$ cat config.mk
export PLATFORM = sky130hd
export DESIGN_NAME = pc_sequencer
export DESIGN_NICKNAME = d
export VERILOG_FILES = /design/src/rtl/pc_sequencer.sv
export SDC_FILE = /design/constraint.sdc
export NUM_CORES = 1
export LEC_CHECK = 0
export BUFFER_PORTS_ARGS = -buffer_cell sky130_fd_sc_hd__buf_2
export CORE_AREA = 3 3 40 42
export DETAILED_ROUTE_END_ITERATION = 8
export DIE_AREA = 0 0 43 45
export MAX_ROUTING_LAYER = met4
export PLACE_DENSITY = 0.74
export SKIP_CTS_REPAIR_TIMING = 1
export SLEW_MARGIN = 20
export SYNTH_ARGS = -nofsm -noshare
export SYNTH_HDL_FRONTEND = slang
export SYNTH_SLANG_ARGS = --single-unit
$ cat constraint.sdc
create_clock -name clk -period 3.35 [get_ports clk]
set_input_delay 0 -clock clk [delete_from_list [all_inputs] [get_ports clk]]
set_output_delay 0 -clock clk [all_outputs]
set_load 0.01 [all_outputs]
$ cat src/rtl/pc_sequencer.sv
// Program-counter sequencer with increment, jump/branch and call/return support.
// The LIFO return stack is compiled in only when PC_SEQUENCER_CALL_STACK_EN is defined.
module pc_sequencer #(
    parameter int               WIDTH       = 8,
    parameter logic [WIDTH-1:0] RESET_VEC   = '0,
    parameter int               STACK_DEPTH = 4
) (
    input  logic             clk,
    input  logic             rst,
    input  logic             stall,
    input  logic             load_en,
    input  logic [WIDTH-1:0] load_addr,
    input  logic             call_en,
    input  logic             ret_en,
    output logic [WIDTH-1:0] pc_out,
    output logic [WIDTH-1:0] pc_next,
    output logic             wrap,
    output logic             stack_full,
    output logic             stack_empty,
    output logic             stack_err
);

    logic [WIDTH-1:0] pc_reg;
    logic [WIDTH-1:0] pc_sel;
    logic [WIDTH-1:0] pc_inc;
    logic             wrap_reg;
    logic             wrap_next;

    assign pc_inc = pc_reg + WIDTH'(1);

`ifdef PC_SEQUENCER_CALL_STACK_EN
    localparam int IW = (STACK_DEPTH > 1) ? $clog2(STACK_DEPTH) : 1;
    localparam int CW = $clog2(STACK_DEPTH + 1);

    logic [WIDTH-1:0] stack_mem [STACK_DEPTH];
    logic [CW-1:0]    count_reg;
    logic [CW-1:0]    count_next;
    logic [IW-1:0]    top_idx;
    logic [IW-1:0]    wr_idx;
    logic             push;
    logic             pop;
    logic             full;
    logic             empty;
    logic             err_reg;
    logic             err_next;

    assign full    = (count_reg == CW'(STACK_DEPTH));
    assign empty   = (count_reg == '0);
    assign top_idx = IW'(count_reg - CW'(1));
    assign wr_idx  = IW'(count_reg);

    // Priority chain: stall > ret > call > load > increment.
    // A failed pop still advances the PC but never counts as a wrap.
    always_comb begin
        pc_sel    = pc_inc;
        wrap_next = (pc_reg == '1);
        push      = 1'b0;
        pop       = 1'b0;
        err_next  = 1'b0;
        if (stall) begin
            pc_sel    = pc_reg;
            wrap_next = 1'b0;
        end else if (ret_en) begin
            wrap_next = 1'b0;
            if (!empty) begin
                pc_sel = stack_mem[top_idx];
                pop    = 1'b1;
            end else begin
                err_next = 1'b1;
            end
        end else if (call_en) begin
            pc_sel    = load_addr;
            wrap_next = 1'b0;
            if (full) begin
                err_next = 1'b1;
            end else begin
                push = 1'b1;
            end
        end else if (load_en) begin
            pc_sel    = load_addr;
            wrap_next = 1'b0;
        end
    end

    always_comb begin
        count_next = count_reg;
        if (push) begin
            count_next = count_reg + CW'(1);
        end else if (pop) begin
            count_next = count_reg - CW'(1);
        end
    end

    always_ff @(posedge clk) begin
        if (rst) begin
            count_reg <= '0;
            err_reg   <= 1'b0;
        end else begin
            count_reg <= count_next;
            err_reg   <= err_next;
        end
    end

    // Entry storage is never reset; occupancy alone decides which entries are valid.
    always_ff @(posedge clk) begin
        if (push && !rst) begin
            stack_mem[wr_idx] <= pc_inc;
        end
    end

    assign stack_full  = full;
    assign stack_empty = empty;
    assign stack_err   = err_reg;
`else
    logic unused_stack_inputs;
    assign unused_stack_inputs = call_en ^ ret_en;

    always_comb begin
        pc_sel    = pc_inc;
        wrap_next = (pc_reg == '1);
        if (stall) begin
            pc_sel    = pc_reg;
            wrap_next = 1'b0;
        end else if (load_en) begin
            pc_sel    = load_addr;
            wrap_next = 1'b0;
        end
    end

    assign stack_full  = 1'b0;
    assign stack_empty = 1'b1;
    assign stack_err   = 1'b0;
`endif

    always_ff @(posedge clk) begin
        if (rst) begin
            pc_reg   <= RESET_VEC;
            wrap_reg <= 1'b0;
        end else begin
            pc_reg   <= pc_sel;
            wrap_reg <= wrap_next;
        end
    end

    assign pc_out  = pc_reg;
    assign pc_next = rst ? RESET_VEC : pc_sel;
    assign wrap    = wrap_reg;

endmodule

---- Word level (Yosys, flattened, before mapping) ----
Index checks and enable logic that the tools add are counted.
Widths: inputs -> output; s select.
word-level totals
  flip-flop bits (word level) ............. 9
  word-level logic and storage cells ...... 8
  input bits .............................. 14
  output and inout bits ................... 20
operators by class
  multiplexer cells ....................... 3
  $add $sub $neg .......................... 1
  reductions and logical operators ........ 1
  equal/unequal tests ..................... 1
operators by type and width
  kind                 number
  $mux 8               3
  $add 8x1->8 const B  1
  $eq 8x8->1 const B   1
  $reduce_or 3->1      1

---- Depth between registers and ports, before layout ----
  depth after elaboration ................. 4
  mapped depth ............................ 5
  mapped depth without buffers ............ 5

---- Least setup slack after synthesis ----
OpenSTA, ideal clock, no wires.
  path kind ............................... register to register
  from .................................... register pc_reg[0], in the netlist pc_out[0]
  to ...................................... register pc_reg[6], in the netlist pc_out[6]
  buffers on the path ..................... 0
  data arrival time ....................... 1621 ps
  library setup time ...................... 115 ps
  cell stages (with the launch flop) ...... 6
  slack ................................... 1614 ps
  period minus slack after synthesis ...... 1736 ps
  required time ........................... 3235 ps
  cells stage by stage .................... dfxtp_1 -> ha_1 -> nand2_2 -> or4_1 -> a21o_1 -> a21oi_1
on the way
  cells in the longest elaborated chain, start to end .. 4
RTL lines
  element                 RTL line  RTL
  from (decl)             23        logic [WIDTH-1:0] pc_reg;
  from (signal assigned)  140       pc_reg <= pc_sel;
  $add 8x1->8             29        assign pc_inc = pc_reg + WIDTH'(1);
  $mux 8                  124       end else if (load_en) begin
  $mux 8                  121       if (stall) begin
  $mux 8                  -
  named net pc_next[6]    16        output logic [WIDTH-1:0] pc_next,
The timed path passes the listed nets, and every way through them passes these cells.
A chain may end at the register's enable or synchronous reset.

---- Worst setup path in the final report ----
  from .................................... register pc_reg[0], in the netlist pc_out[0]
  to ...................................... output pc_next[6]
on the way
  cells in the longest elaborated chain, start to end .. 4
RTL lines
  element      RTL line
  $add 8x1->8  29
  $mux 8       124
  $mux 8       121
  $mux 8       -
  to (decl)    16
Every way passes these cells.

==> flow_metrics.py <==
metrics = {
    "clock_tree": {
        "clock_sinks": 9,
        "clock_path_buffers": 2,
        "root_buffer": "clkbuf_4",
        "clk_latency_ns": 0.26,
        "h-tree-depth": 1,
        "cts_inserted_buffers": 3,
        "cts_tree": "yes",
        "clkTransAtPathRegs_ns": 0.06,
    },
    "floorplan": {
        "start_util_pct": 41.48,
        "ios": 34,
        "die_x_um": 43,
        "coreArea_mm2": 0.001285,
        "die_h_um": 45,
        "row_count": 13,
        "fp.dieArea_mm2": 0.001935,
    },
    "logic_synthesis": {
        "synth_seq_cells": 9,
        "synth-main-ff-cell": "dfxtp_1",
        "synth.top_cell.area_share_pct": 33.80,
        "synth_edf_count": 0,
        "yosys.cell_count.top_type": "dfxtp_1",
        "synth_area_leaders": "dfxtp_1, a21oi_1, mux2i_1",
        "synth_seq_area_share_pct": 33.80,
        "synthArstFlopShare_pct": 0,
        "ys_warn_count": 0,
        "syn-instance-count": 70,
        "netlist-cell-type-count": 27,
        "syn_area_per_cell_um2": 7.614,
        "synth_area_leader_cell": "dfxtp_1",
        "synth_common_cells": "dfxtp_1, a21oi_1, nor2_1, o21ai_0, nor2b_1",
        "syn-cell-area_um2": 533.0,
    },
    "layout": {
        "final_cell_area_um2": 686.9,
        "multi_input_area_um2": 310.3,
        "largest_reg_flops": 8,
        "syn_to_final_growth_pct": 28.87,
        "regArea_um2": 180.2,
        "utilization_pct": 53.46,
        "drive_gt1_share_pct": 34.02,
        "antenna_cells": 0,
        "nNetsFinal": 113,
        "nFillCells": 136,
    },
    "power": {
        "powerDensity_mw_per_mm2": 374.5,
        "internal-power_mw": 0.1818,
        "seqPwrFrac_pct": 47.0,
        "leakagePower_nw": 0.3255,
        "p_sw_share_pct": 29.34,
        "p_switching_mw": 0.07547,
        "finalPower_mw": 0.2573,
        "p_clk_share_pct": 32.8,
        "p_comb_share_pct": 20.2,
        "max-vdd-ir-drop_mv": 0.2090,
    },
    "timing": {
        "setup_tns_ns": 0,
        "setup_viol": 0,
        "period_share_pct": 60.09,
        "finalMaxSlewViolations": 0,
        "skew_ns": 0.008048,
        "hold_viol_final": 0,
        "fin_crit_ns": 2.013,
        "max_freq_ghz": 0.4968,
        "rsz0062_at_grt": "false",
    },
    "critical_path": {
        "cp_slowest_cell": "or4_1",
        "cp-start-kind": "flip-flop",
        "crit_chain": "ha_1 -> nand2_2 -> or4_1 -> a21o_1 -> a21oi_1 -> buf_2",
        "cp_data_required_time_ns": 3.35,
        "end_kind": "primary output",
        "reg2reg_slack_ns": 1.68,
        "worst-r2r-cell-count": 5,
        "arrival_ns": 2.01,
        "setup.worst_path.class": "flip-flop to primary output",
        "slowest_delay_ns": 0.47,
        "crit_fanout": 6,
    },
    "grt": {
        "grt_pass1_wl_mm": 1.945,
        "grt_max_degree": 17,
        "grt_overflow_total": 0,
        "grt_usage_pct": 14.07,
        "first_global_vias": 462,
        "antenna_found_initial": 0,
    },
    "detailed_routing": {
        "wl_per_cell_um": 11.79,
        "dr.pass1.iters": 4,
        "drtIter0Drc": 14,
        "vias": 584,
        "route.detailed.drc": 0,
        "wl_mm": 1.321,
        "via_per_inst": 5.214,
        "antenna_left": 0,
    },
    "hold_path": {
        "whs_path_depth": 3,
        "hold_path_class": "input pin to flip-flop",
    },
    "placement": {
        "gp_congestion": 0.7084,
        "place_area_um2": 660.6,
        "io_buffer_count": 28,
        "dp_hpwl_um": 991.2,
    },
    "job": {
        "maxCapViolCount": 0,
    },
    "run_status": {
        "status": "completed",
    },
}
## path summary, 6_finish.rpt
check                         start           endpoint
hold / removal         load_addr[5]  pc_out[5]$_DFF_P_
setup / recovery  pc_out[0]$_DFF_P_         pc_next[6]
hold reg to reg   pc_out[7]$_DFF_P_    wrap$_SDFF_PP0_
setup reg to reg  pc_out[0]$_DFF_P_  pc_out[6]$_DFF_P_
## per-layer routing
layer	wire length (um)	vias to the layer above	track usage (%)	part of all wire (%)
met1	572	258	16.39	43
met4	11	0	5.422	0.83
met5	0	-	-	0
li1	-	300	-	-
met3	112	2	5.976	8.5
met2	624	24	21.56	47
## critical path, delay by kind of cell (launching register included)
family	cells	cell delay (ns)
AND/OR/NAND/NOR	2	0.55
flip-flops	1	0.40
AO/OA/AOI/OAI	2	0.38
adder cells (fa/ha/maj)	1	0.26
buffers and inverters	1	0.17
## cells by family (layout without fill, tap and decap cells)
| group | Yosys count | after routing | share of synthesized area, % |
|---|---|---|---|
| other cells | 2 | 3 | 1.409 |
| compound gates | 21 | 21 | 23.71 |
| fa+ha+maj | 1 | 1 | 2.347 |
| xor+xnor | 1 | 1 | 1.643 |
| buf+inv | 9 | 35 | 8.685 |
| simple gates | 24 | 24 | 22.77 |
| flops | 9 | 9 | 33.80 |
| mux | 3 | 3 | 5.634 |
## final cells by class
type | instances | area share [%]
sequential | 9 | 26.23
tap | 15 | 2.732
timing repair buffer | 28 | 20.40
multi-input combinational | 53 | 45.17
inverter | 3 | 1.639
clock buffer | 4 | 3.825
## per-stage QoR
stage / hold WS, ns / setup WS (ns) / instances
after floorplan: 0.2041 / 1.614 / 71
after global placement: 0.3151 / 1.665 / 108
after detailed placement: 0.3248 / 1.658 / 108
after CTS: 0.04562 / 1.360 / 112
after global routing: 0.06099 / 1.250 / 112
final: 0.05025 / 1.337 / 112
## power groups by stage
stage	clock network (mW)	logic (mW)	registers (mW)
CTS	0.0875	0.0523	0.121
detailed placement	0	0.0521	0.123
global placement	0	0.0508	0.123
floorplan	0	0.0302	0.125
finish	0.0844	0.0519	0.121
global route	0.0920	0.0574	0.122
## cell usage in the layout (no fill, tap or decap), types with 3 or more instances in the layout
master    count
conb_1        3
o21ai_0       5
inv_1         3
buf_2        28
nor2_1        8
nor2b_1       4
clkbuf_4      3
mux2i_1       3
nand3_1       3
a21oi_1       8
dfxtp_1       9
Power figures use the tool's default switching activity.
